`config.mk`:
```
export PLATFORM = sky130hd
export DESIGN_NAME = operand_packer
export DESIGN_NICKNAME = d
export VERILOG_FILES = /design/src/rtl/operand_packer.sv
export SDC_FILE = /design/constraint.sdc
export NUM_CORES = 1
export LEC_CHECK = 0
export CAP_MARGIN = 25
export CORE_UTILIZATION = 42
export DETAILED_ROUTE_END_ITERATION = 10
export SLEW_MARGIN = 0
export SYNTH_ARGS = -nofsm -noshare
export SYNTH_HDL_FRONTEND = slang
export SYNTH_SLANG_ARGS = --single-unit
```
`constraint.sdc`:
```
create_clock -name clk -period 5.8 [get_ports clk]
set_input_delay 0.87 -clock clk [delete_from_list [all_inputs] [get_ports clk]]
set_output_delay 0.87 -clock clk [all_outputs]
set_load 0.05 [all_outputs]
```
`src/rtl/operand_packer.sv`:
```
// operand_packer: serial-to-parallel feeder for the seven-lane multiply stage.
// Collects one (weight, pixel) pair per accepted input transfer into a fill
// buffer and hands completed groups to a single output register. A completed
// group that cannot enter the output register is parked in the fill buffer
// (held), which stalls the input until the output drains.
// Optional feature macro: OPERAND_PACKER_LANE_MASK_EN adds the out_mask port.
module operand_packer #(
  parameter int unsigned LANES = 7,
  parameter int unsigned WW    = 19,
  parameter int unsigned PW    = 10
) (
  input  logic                clk,
  input  logic                GlobalReset,
  input  logic                in_valid,
  output logic                in_ready,
  input  logic [WW-1:0]       in_weight,
  input  logic [PW-1:0]       in_pixel,
  input  logic                in_last,
  output logic                out_valid,
  input  logic                out_ready,
  output logic [LANES*WW-1:0] WeightX,
  output logic [LANES*PW-1:0] PixelX,
`ifdef OPERAND_PACKER_LANE_MASK_EN
  output logic [LANES-1:0]    out_mask,
`endif
  output logic                out_last
);

  localparam int unsigned IdxW = (LANES > 1) ? $clog2(LANES) : 1;

  logic [IdxW-1:0]       idx_q, idx_d;
  logic                  held_q, held_d;
  logic [LANES*WW-1:0]   fill_w_q, fill_w_d, out_w_q, out_w_d, grp_w;
  logic [LANES*PW-1:0]   fill_p_q, fill_p_d, out_p_q, out_p_d, grp_p;
  logic                  fill_last_q, fill_last_d, out_last_q, out_last_d;
  logic                  out_valid_q, out_valid_d;
`ifdef OPERAND_PACKER_LANE_MASK_EN
  logic [LANES-1:0]      fill_mask_q, fill_mask_d, out_mask_q, out_mask_d, grp_mask;
`endif

  logic accept, complete, drain, out_free, last_lane;

  assign accept    = in_valid & ~held_q;
  assign last_lane = (idx_q == IdxW'(LANES - 1));
  assign complete  = accept & (in_last | last_lane);
  assign drain     = out_valid_q & out_ready;
  assign out_free  = ~out_valid_q | out_ready;

  // Current group with the incoming pair merged at lane idx; lanes above idx
  // are forced to zero so a short group leaves with clean padding.
  always_comb begin
    grp_w = '0;
    grp_p = '0;
`ifdef OPERAND_PACKER_LANE_MASK_EN
    grp_mask = '0;
`endif
    for (int unsigned k = 0; k < LANES; k++) begin
      if (k < 32'(idx_q)) begin
        grp_w[k*WW +: WW] = fill_w_q[k*WW +: WW];
        grp_p[k*PW +: PW] = fill_p_q[k*PW +: PW];
`ifdef OPERAND_PACKER_LANE_MASK_EN
        grp_mask[k] = 1'b1;
`endif
      end else if (k == 32'(idx_q)) begin
        grp_w[k*WW +: WW] = in_weight;
        grp_p[k*PW +: PW] = in_pixel;
`ifdef OPERAND_PACKER_LANE_MASK_EN
        grp_mask[k] = 1'b1;
`endif
      end
    end
  end

  // Next-state: lane fill, group hand-off to the output register, hold/release.
  always_comb begin
    idx_d       = idx_q;
    held_d      = held_q;
    fill_w_d    = fill_w_q;
    fill_p_d    = fill_p_q;
    fill_last_d = fill_last_q;
    out_w_d     = out_w_q;
    out_p_d     = out_p_q;
    out_last_d  = out_last_q;
    out_valid_d = out_valid_q;
`ifdef OPERAND_PACKER_LANE_MASK_EN
    fill_mask_d = fill_mask_q;
    out_mask_d  = out_mask_q;
`endif

    if (drain) out_valid_d = 1'b0;

    if (held_q) begin
      // Input is stalled; the parked group follows the drained one.
      if (drain) begin
        out_w_d     = fill_w_q;
        out_p_d     = fill_p_q;
        out_last_d  = fill_last_q;
        out_valid_d = 1'b1;
        held_d      = 1'b0;
`ifdef OPERAND_PACKER_LANE_MASK_EN
        out_mask_d  = fill_mask_q;
`endif
      end
    end else if (accept) begin
      if (complete) begin
        idx_d = '0;
        if (out_free) begin
          out_w_d     = grp_w;
          out_p_d     = grp_p;
          out_last_d  = in_last;
          out_valid_d = 1'b1;
`ifdef OPERAND_PACKER_LANE_MASK_EN
          out_mask_d  = grp_mask;
`endif
        end else begin
          fill_w_d    = grp_w;
          fill_p_d    = grp_p;
          fill_last_d = in_last;
          held_d      = 1'b1;
`ifdef OPERAND_PACKER_LANE_MASK_EN
          fill_mask_d = grp_mask;
`endif
        end
      end else begin
        fill_w_d = grp_w;
        fill_p_d = grp_p;
        idx_d    = idx_q + 1'b1;
      end
    end
  end

  // State registers; reset drops any partial or held group.
  always_ff @(posedge clk or negedge GlobalReset) begin
    if (!GlobalReset) begin
      idx_q       <= '0;
      held_q      <= 1'b0;
      fill_w_q    <= '0;
      fill_p_q    <= '0;
      fill_last_q <= 1'b0;
      out_w_q     <= '0;
      out_p_q     <= '0;
      out_last_q  <= 1'b0;
      out_valid_q <= 1'b0;
`ifdef OPERAND_PACKER_LANE_MASK_EN
      fill_mask_q <= '0;
      out_mask_q  <= '0;
`endif
    end else begin
      idx_q       <= idx_d;
      held_q      <= held_d;
      fill_w_q    <= fill_w_d;
      fill_p_q    <= fill_p_d;
      fill_last_q <= fill_last_d;
      out_w_q     <= out_w_d;
      out_p_q     <= out_p_d;
      out_last_q  <= out_last_d;
      out_valid_q <= out_valid_d;
`ifdef OPERAND_PACKER_LANE_MASK_EN
      fill_mask_q <= fill_mask_d;
      out_mask_q  <= out_mask_d;
`endif
    end
  end

  assign in_ready  = ~held_q;
  assign out_valid = out_valid_q;
  assign WeightX   = out_w_q;
  assign PixelX    = out_p_q;
  assign out_last  = out_last_q;
`ifdef OPERAND_PACKER_LANE_MASK_EN
  assign out_mask  = out_mask_q;
`endif

endmodule
```
==> summary.md, run 1 <==
| Metric | Value |
|---|---|
| Largest net degree at the start of global routing | 138 |
| RSZ-0062 raised after global routing | false |
| GR Util met1 | 31.4% |
| Vias per inst | roughly 5.6 |
| H-tree lvl count | 2 |
| Initial Util | 43.0% |
| CTS Buffer Depth | 3 |
| Routed WL per cell | 23.1 µm |
| Worst slack, placed | 2.09 ns |
| Post-synthesis sequential area ratio | 52.6% |
| CTS tree | done |
| Critical Path AT | about 2.8 ns |
| Core box area | 45,800 µm² |
| CP Capture Type | output port |
| Syn_nets | 1,528 |
| MaxCap Viol Count | 0 |
| Worst-path clk slew | approximately 0.060 ns |
| Dpl cells | around 2,200 |
| Worst-skew pair later-pin latency | approximately 0.58 ns |
| Busiest grt layer | met2 |
| I/O pins | 240 |
| Final Instance Area | roughly 24,000 µm² |
| Ratio of cells with drive above 1 in the final layout | 28.5% |
| Post-Syn Instances | 1,491 |
| Total Routed Length | 53.1 mm |
| Core Rows | around 80 |
| Num CTS Buffers | 46 |
| Vias post-DR | roughly 13,000 |
| Highest Clock Rate | 0.275 GHz |
| Leak | 11.0 nW |
| Peak fanout along the critical path | 42 |
| Total GRT Usage | 22.7% |
| First-pass GRT wire length | 82.8 mm |
| Vias in the first global route | 13,500 |
| DRT Pass-1 Iters | 5 |
| Met2 Usage GRT | between 30% and 40% |
| Post-synth EDFFs | 0 |
| Setup TNS | 0 ns |
| IO Port Bufs | around 240 |
| Die height | approximately 220 µm |
| Post-place instance area | 22,500 µm² |
| Main synth FF type | dfrtp_1 |
| Maximum vdd ir drop | around 420 µV |
| Final nets | 1,699 |
| Fillers | a little under 4,000 |
| DP HPWL | approximately 33 mm |
| CP Launch Type | register |
| GRT Residual Overflow | 0 |
| Syn-to-layout area delta | 22.4% |
| Post_cts resized | 0 |
| Finished Layout Cells | 2,301 |
| Final setup fails | 0 |
| Final ANT Viol Nets | 0 |
| CTS hold repair buffers | 0 |
| Antenna violations before repair | 2 |
| CP max stage delay | 0.79 ns |
| Worst hold-check path type | in2async |
| Crit Path Class | reg2out |
| Worst Hold Margin | 0.301 ns |
| Drt drc | 0 |
| Post-Synthesis Cell Area | between 15,000 and 20,000 µm² |
| Hold violation total from the final report | 0 |
| Slew headroom | a little under a third |
| Die area | between 40,000 and 50,000 µm² |
| Most common cell after layout, fill and taps aside | dfrtp_1 |
| Setup WS post-layout | 2.17 ns |
| Measured slew at the worst slew-check pin | 1.04 ns |
| Yosys warns | 0 |
| Total Power | 13.2 mW |
| Mapped Avg Cell Area | around 13 µm² |
| Post CTS Setup Buffer Count | 0 |
| Crit-path cells | buf_4 -> inv_1 -> clkdlybuf4s50_1 |
| GPL Wtd Cong | 0.796 |
| CTS sink count | 413 |
| Fin util | 52.6% |
| Final clock skew | 0.0204 ns |
| Die width | ~220 µm |
| Root cell of the clock tree | clkbuf_16 |
| Slowest cell on the critical path | dfrtp_2 |
| Power density cells | around 550 nW/µm² |
| Met3 Usage GRT | 5.58% |
| Most frequent cells in the layout | dfrtp_1 (411), clkdlybuf4s50_1 (238), mux2_2 (231) |
| Starting DRT DRC Count | ~730 |
| Ys async rst share | 100% |
| Slew Limit Fails | 0 |
| WP data required | about 4.9 ns |
| Tmin final | 3.63 ns |
| Outcome | completed |
| Crit share post-route | 62.7% |
| Synth Register Bits | 413 |
| Synth unique cells | 42 |
## state kept, by name, summed over array words and instances (netlist names)
| signal | count |
|---|---|
| idx_q | 3 |
| out_valid | 1 |
| WeightX | 133 |
| held_q | 1 |
| fill_w_q | 133 |
| PixelX | 70 |
| fill_last_q | 1 |
| fill_p_q | 70 |
| out_last | 1 |
## synth_stat cells (31+ instances only)
cell / n / share of area [%]
mux2i_1: 58 / 3.0
o21ai_0: 35 / 0.89
clkbuf_1: 73 / 1.4
a22o_1: 95 / 4.2
mux2_2: 231 / 13
nand2_1: 69 / 1.3
buf_2: 42 / 1.1
inv_1: 45 / 0.86
and3_1: 31 / 0.99
mux2_4: 130 / 9.9
dfrtp_1: 413 / 53
and2_1: 69 / 2.2
## critical path: cells and delay by family, from the launching register on
kind	cells	cell delay, ns
buf+inv	3	1.37
flops	1	0.79
## final timing paths
path                            slack, ns            to  cells after the start         start
worst max register to register       2.45    PixelX[26]                      7      idx_q[1]
min in group clk                     0.48  fill_p_q[39]                      1  fill_p_q[39]
max in group asynchronous            4.15   WeightX[94]                      2   GlobalReset
worst max-delay path                 2.17      in_ready                      3        held_q
worst min register to register       0.48  fill_p_q[39]                      1  fill_p_q[39]
worst min-delay path                 0.30  fill_p_q[42]                      1   GlobalReset
## layer usage
| metal | routed length [µm] | up-vias |
|---|---|---|
| met5 | 0 | - |
| met2 | 24700 | 336 |
| met3 | 3550 | 68 |
| met4 | 996 | 0 |
| li1 | - | 5721 |
| met1 | 23900 | 6677 |
## cells by family (layout without fill, tap and decap cells)
kind of cell	after synthesis	count (layout)	share of synthesized area, %
DFF	413	413	52.6
adders and majority gates	3	3	0.191
other	0	5	0
muxes	429	429	26.7
and+or+nand+nor	216	216	6.01
AOI/OAI and AO/OA	237	237	9.69
buffers and inverters	193	398	4.89
## where the power goes
group	internal (mW)	leakage, nW	switching, mW
Combinational	2.44	4.62	3.63
Sequential	3.63	5.57	0.490
Clock	1.79	0.775	1.19
## area by class of cell
type	count	area, µm²	share of cell area [%]
Inverter	45	169	0.702
Antenna cell	5	12.5	0.0520
Multi-Input combinational cell	885	8450	35.1
Clock buffer	75	1490	6.20
Sequential cell	413	10300	42.9
Clock inverter	7	63.8	0.265
Tap cell	600	751	3.12
Timing Repair Buffer	271	2800	11.6
(Power assumes the default switching activity.)
==> run 2, diff against run 1 <==
==> constraint.sdc (replaced) <==
create_clock -name clk -period 3.8 [get_ports clk]
set_input_delay 0.57 -clock clk [delete_from_list [all_inputs] [get_ports clk]]
set_output_delay 0.57 -clock clk [all_outputs]
set_load 0.05 [all_outputs]
==> summary.md, run 2 (synthesized netlist as in run 1, its figures left out) <==
| Metric | Value |
|---|---|
| Largest net degree at the start of global routing | 97 (-30%) |
| First-pass GRT wire length | 82.4 mm (-0.56%) |
| CTS sink count | 413 (unchanged) |
| DP HPWL | 33.8 mm (+0.90%) |
| GPL Wtd Cong | 0.778 (-2.3%) |
| DRT Pass-1 Iters | 6 (+1) |
| Post CTS Setup Buffer Count | 0 (unchanged) |
| CP max stage delay | 0.88 ns (+0.09 ns) |
| Tmin final | 2.96 ns |
| RSZ-0062 raised after global routing | false |
| CTS hold repair buffers | 0 (unchanged) |
| Vias post-DR | 12,800 (+0.17%) |
| Core Rows | 78 (unchanged) |
| Worst-path clk slew | 0.06 ns (about the same) |
| Post_cts resized | 0 (unchanged) |
| Outcome | completed |
| Critical Path AT | 2.39 ns (-0.37 ns) |
| Num CTS Buffers | 46 (unchanged) |
| Slew Limit Fails | 0 (unchanged) |
| Die area | 47,700 µm² (unchanged) |
| Total Power | 19.9 mW (+51%) |
| Die height | 218 µm (unchanged) |
| I/O pins | 240 (unchanged) |
| H-tree lvl count | 2 (unchanged) |
| Starting DRT DRC Count | 800 (+9.9%) |
| IO Port Bufs | 239 (unchanged) |
| Most frequent cells in the layout | dfrtp_1 (411), clkdlybuf4s50_1 (238), mux2_2 (231) |
| Most common cell after layout, fill and taps aside | dfrtp_1 |
| Root cell of the clock tree | clkbuf_16 |
| Total Routed Length | 52.4 mm (-1.3%) |
| Initial Util | 43.0% (unchanged) |
| Ratio of cells with drive above 1 in the final layout | 28.7% (+0.26 points) |
| CP Capture Type | output port |
| MaxCap Viol Count | 0 (unchanged) |
| Core box area | 45,800 µm² (unchanged) |
| Setup TNS | 0 ns (unchanged) |
| Final nets | 1,712 (+0.77%) |
| Final setup fails | 0 (unchanged) |
| Dpl cells | 2,226 (+0.59%) |
| Slew headroom | 31.8% (+0.87 points) |
| CTS Buffer Depth | 3 (unchanged) |
| Vias in the first global route | 13,600 (+0.89%) |
| Finished Layout Cells | 2,306 (+0.22%) |
| Final ANT Viol Nets | 0 (unchanged) |
| Drt drc | 0 (unchanged) |
| Peak fanout along the critical path | 39 (-7.1%) |
| Crit-path cells | inv_1 -> clkdlybuf4s50_1 |
| Worst-skew pair later-pin latency | 0.57 ns (about the same) |
| Maximum vdd ir drop | 523 µV (+24%) |
| Crit Path Class | reg2out |
| Vias per inst | 5.56 (about the same) |
| Worst hold-check path type | in2async |
| CTS tree | done |
| Final clock skew | 0.0204 ns (+0.0000439 ns) |
| Routed WL per cell | 22.7 µm (-1.5%) |
| Highest Clock Rate | 0.338 GHz |
| Antenna violations before repair | 1 (-1) |
| Power density cells | 826 nW/µm² (+51%) |
| Total GRT Usage | 22.4% (-0.28 points) |
| WP data required | 3.23 ns (-1.70 ns) |
| GRT Residual Overflow | 0 (unchanged) |
| Crit share post-route | 77.8% |
| Hold violation total from the final report | 0 (unchanged) |
| CP Launch Type | register |
| Slowest cell on the critical path | dfrtp_2 |
| Syn-to-layout area delta | 22.3% |
| Measured slew at the worst slew-check pin | 1.02 ns (-0.0130 ns) |
| Die width | 218 µm (unchanged) |
| Leak | 11.0 nW (about the same) |
run 2: cell types whose count changed in the layout (fill, tap and decap cells not counted), sizes merged:
| cell | previous run | this run |
|---|---|---|
| diode | 5 | 1 |
| buf | 33 | 46 |
| clkinv | 6 | 8 |
| clkinvlp | 0 | 1 |
| clkbuf | 75 | 68 |
run 2: worst paths after layout:
check                      slack [ns]    startpoint      endpoint  cells after the start
setup / recovery                 0.84        held_q      in_ready                      2
hold reg to reg                  0.48  fill_p_q[34]  fill_p_q[34]                      1
min in group clk                 0.48  fill_p_q[34]  fill_p_q[34]                      1
hold / removal                   0.03   GlobalReset    PixelX[65]                      1
max in group asynchronous        2.82   GlobalReset   WeightX[56]                      2
setup reg to reg                 0.95      idx_q[0]  fill_p_q[52]                      8
run 2: area by class of cell:
type                            count  area (µm²)
Tap cell                          600         751
Clock inverter                     10        77.6
Inverter                           45         169
Fill cell                        3891       21700
Multi-Input combinational cell    885        8450
Clock buffer                       68        1380
Antenna cell                        1        2.50
Timing Repair Buffer              284        2890
Sequential cell                   413       10300
run 2: per-layer routing:
metal	global-route usage [%]	vias up	part of all wire [%]
met5	0	-	0
met4	6.53	0	2.0
met3	3.55	63	4.5
met2	34.7	344	46
met1	32.2	6689	47
li1	-	5728	-
run 2: worst max-delay path, delay by kind of cell, from the launching register on:
| family | cells | cell delay (ns) |
|---|---|---|
| buffers and inverters | 2 | 0.93 |
| DFF | 1 | 0.88 |
run 2: through the flow:
step / utilization [%] / hold WS [ns] / setup slack (ns) / area (µm²)
floorplan: - / 0.274 / 0.984 / 19700
global placement: 49.3 / 0.463 / 0.808 / 22600
detailed placement: 49.3 / 0.475 / 0.808 / 22600
CTS: 52.5 / 0.0805 / 0.858 / 24000
global route: 52.5 / 0.110 / 0.757 / 24000
finish: 52.5 / 0.0264 / 0.843 / 24100
run 2: where the power goes:
| group | internal (mW) | switching (mW) | total (mW) |
|---|---|---|---|
| sequential | 5.54 | 0.786 | 6.33 |
| clock | 2.56 | 1.78 | 4.34 |
| combinational | 3.74 | 5.45 | 9.19 |
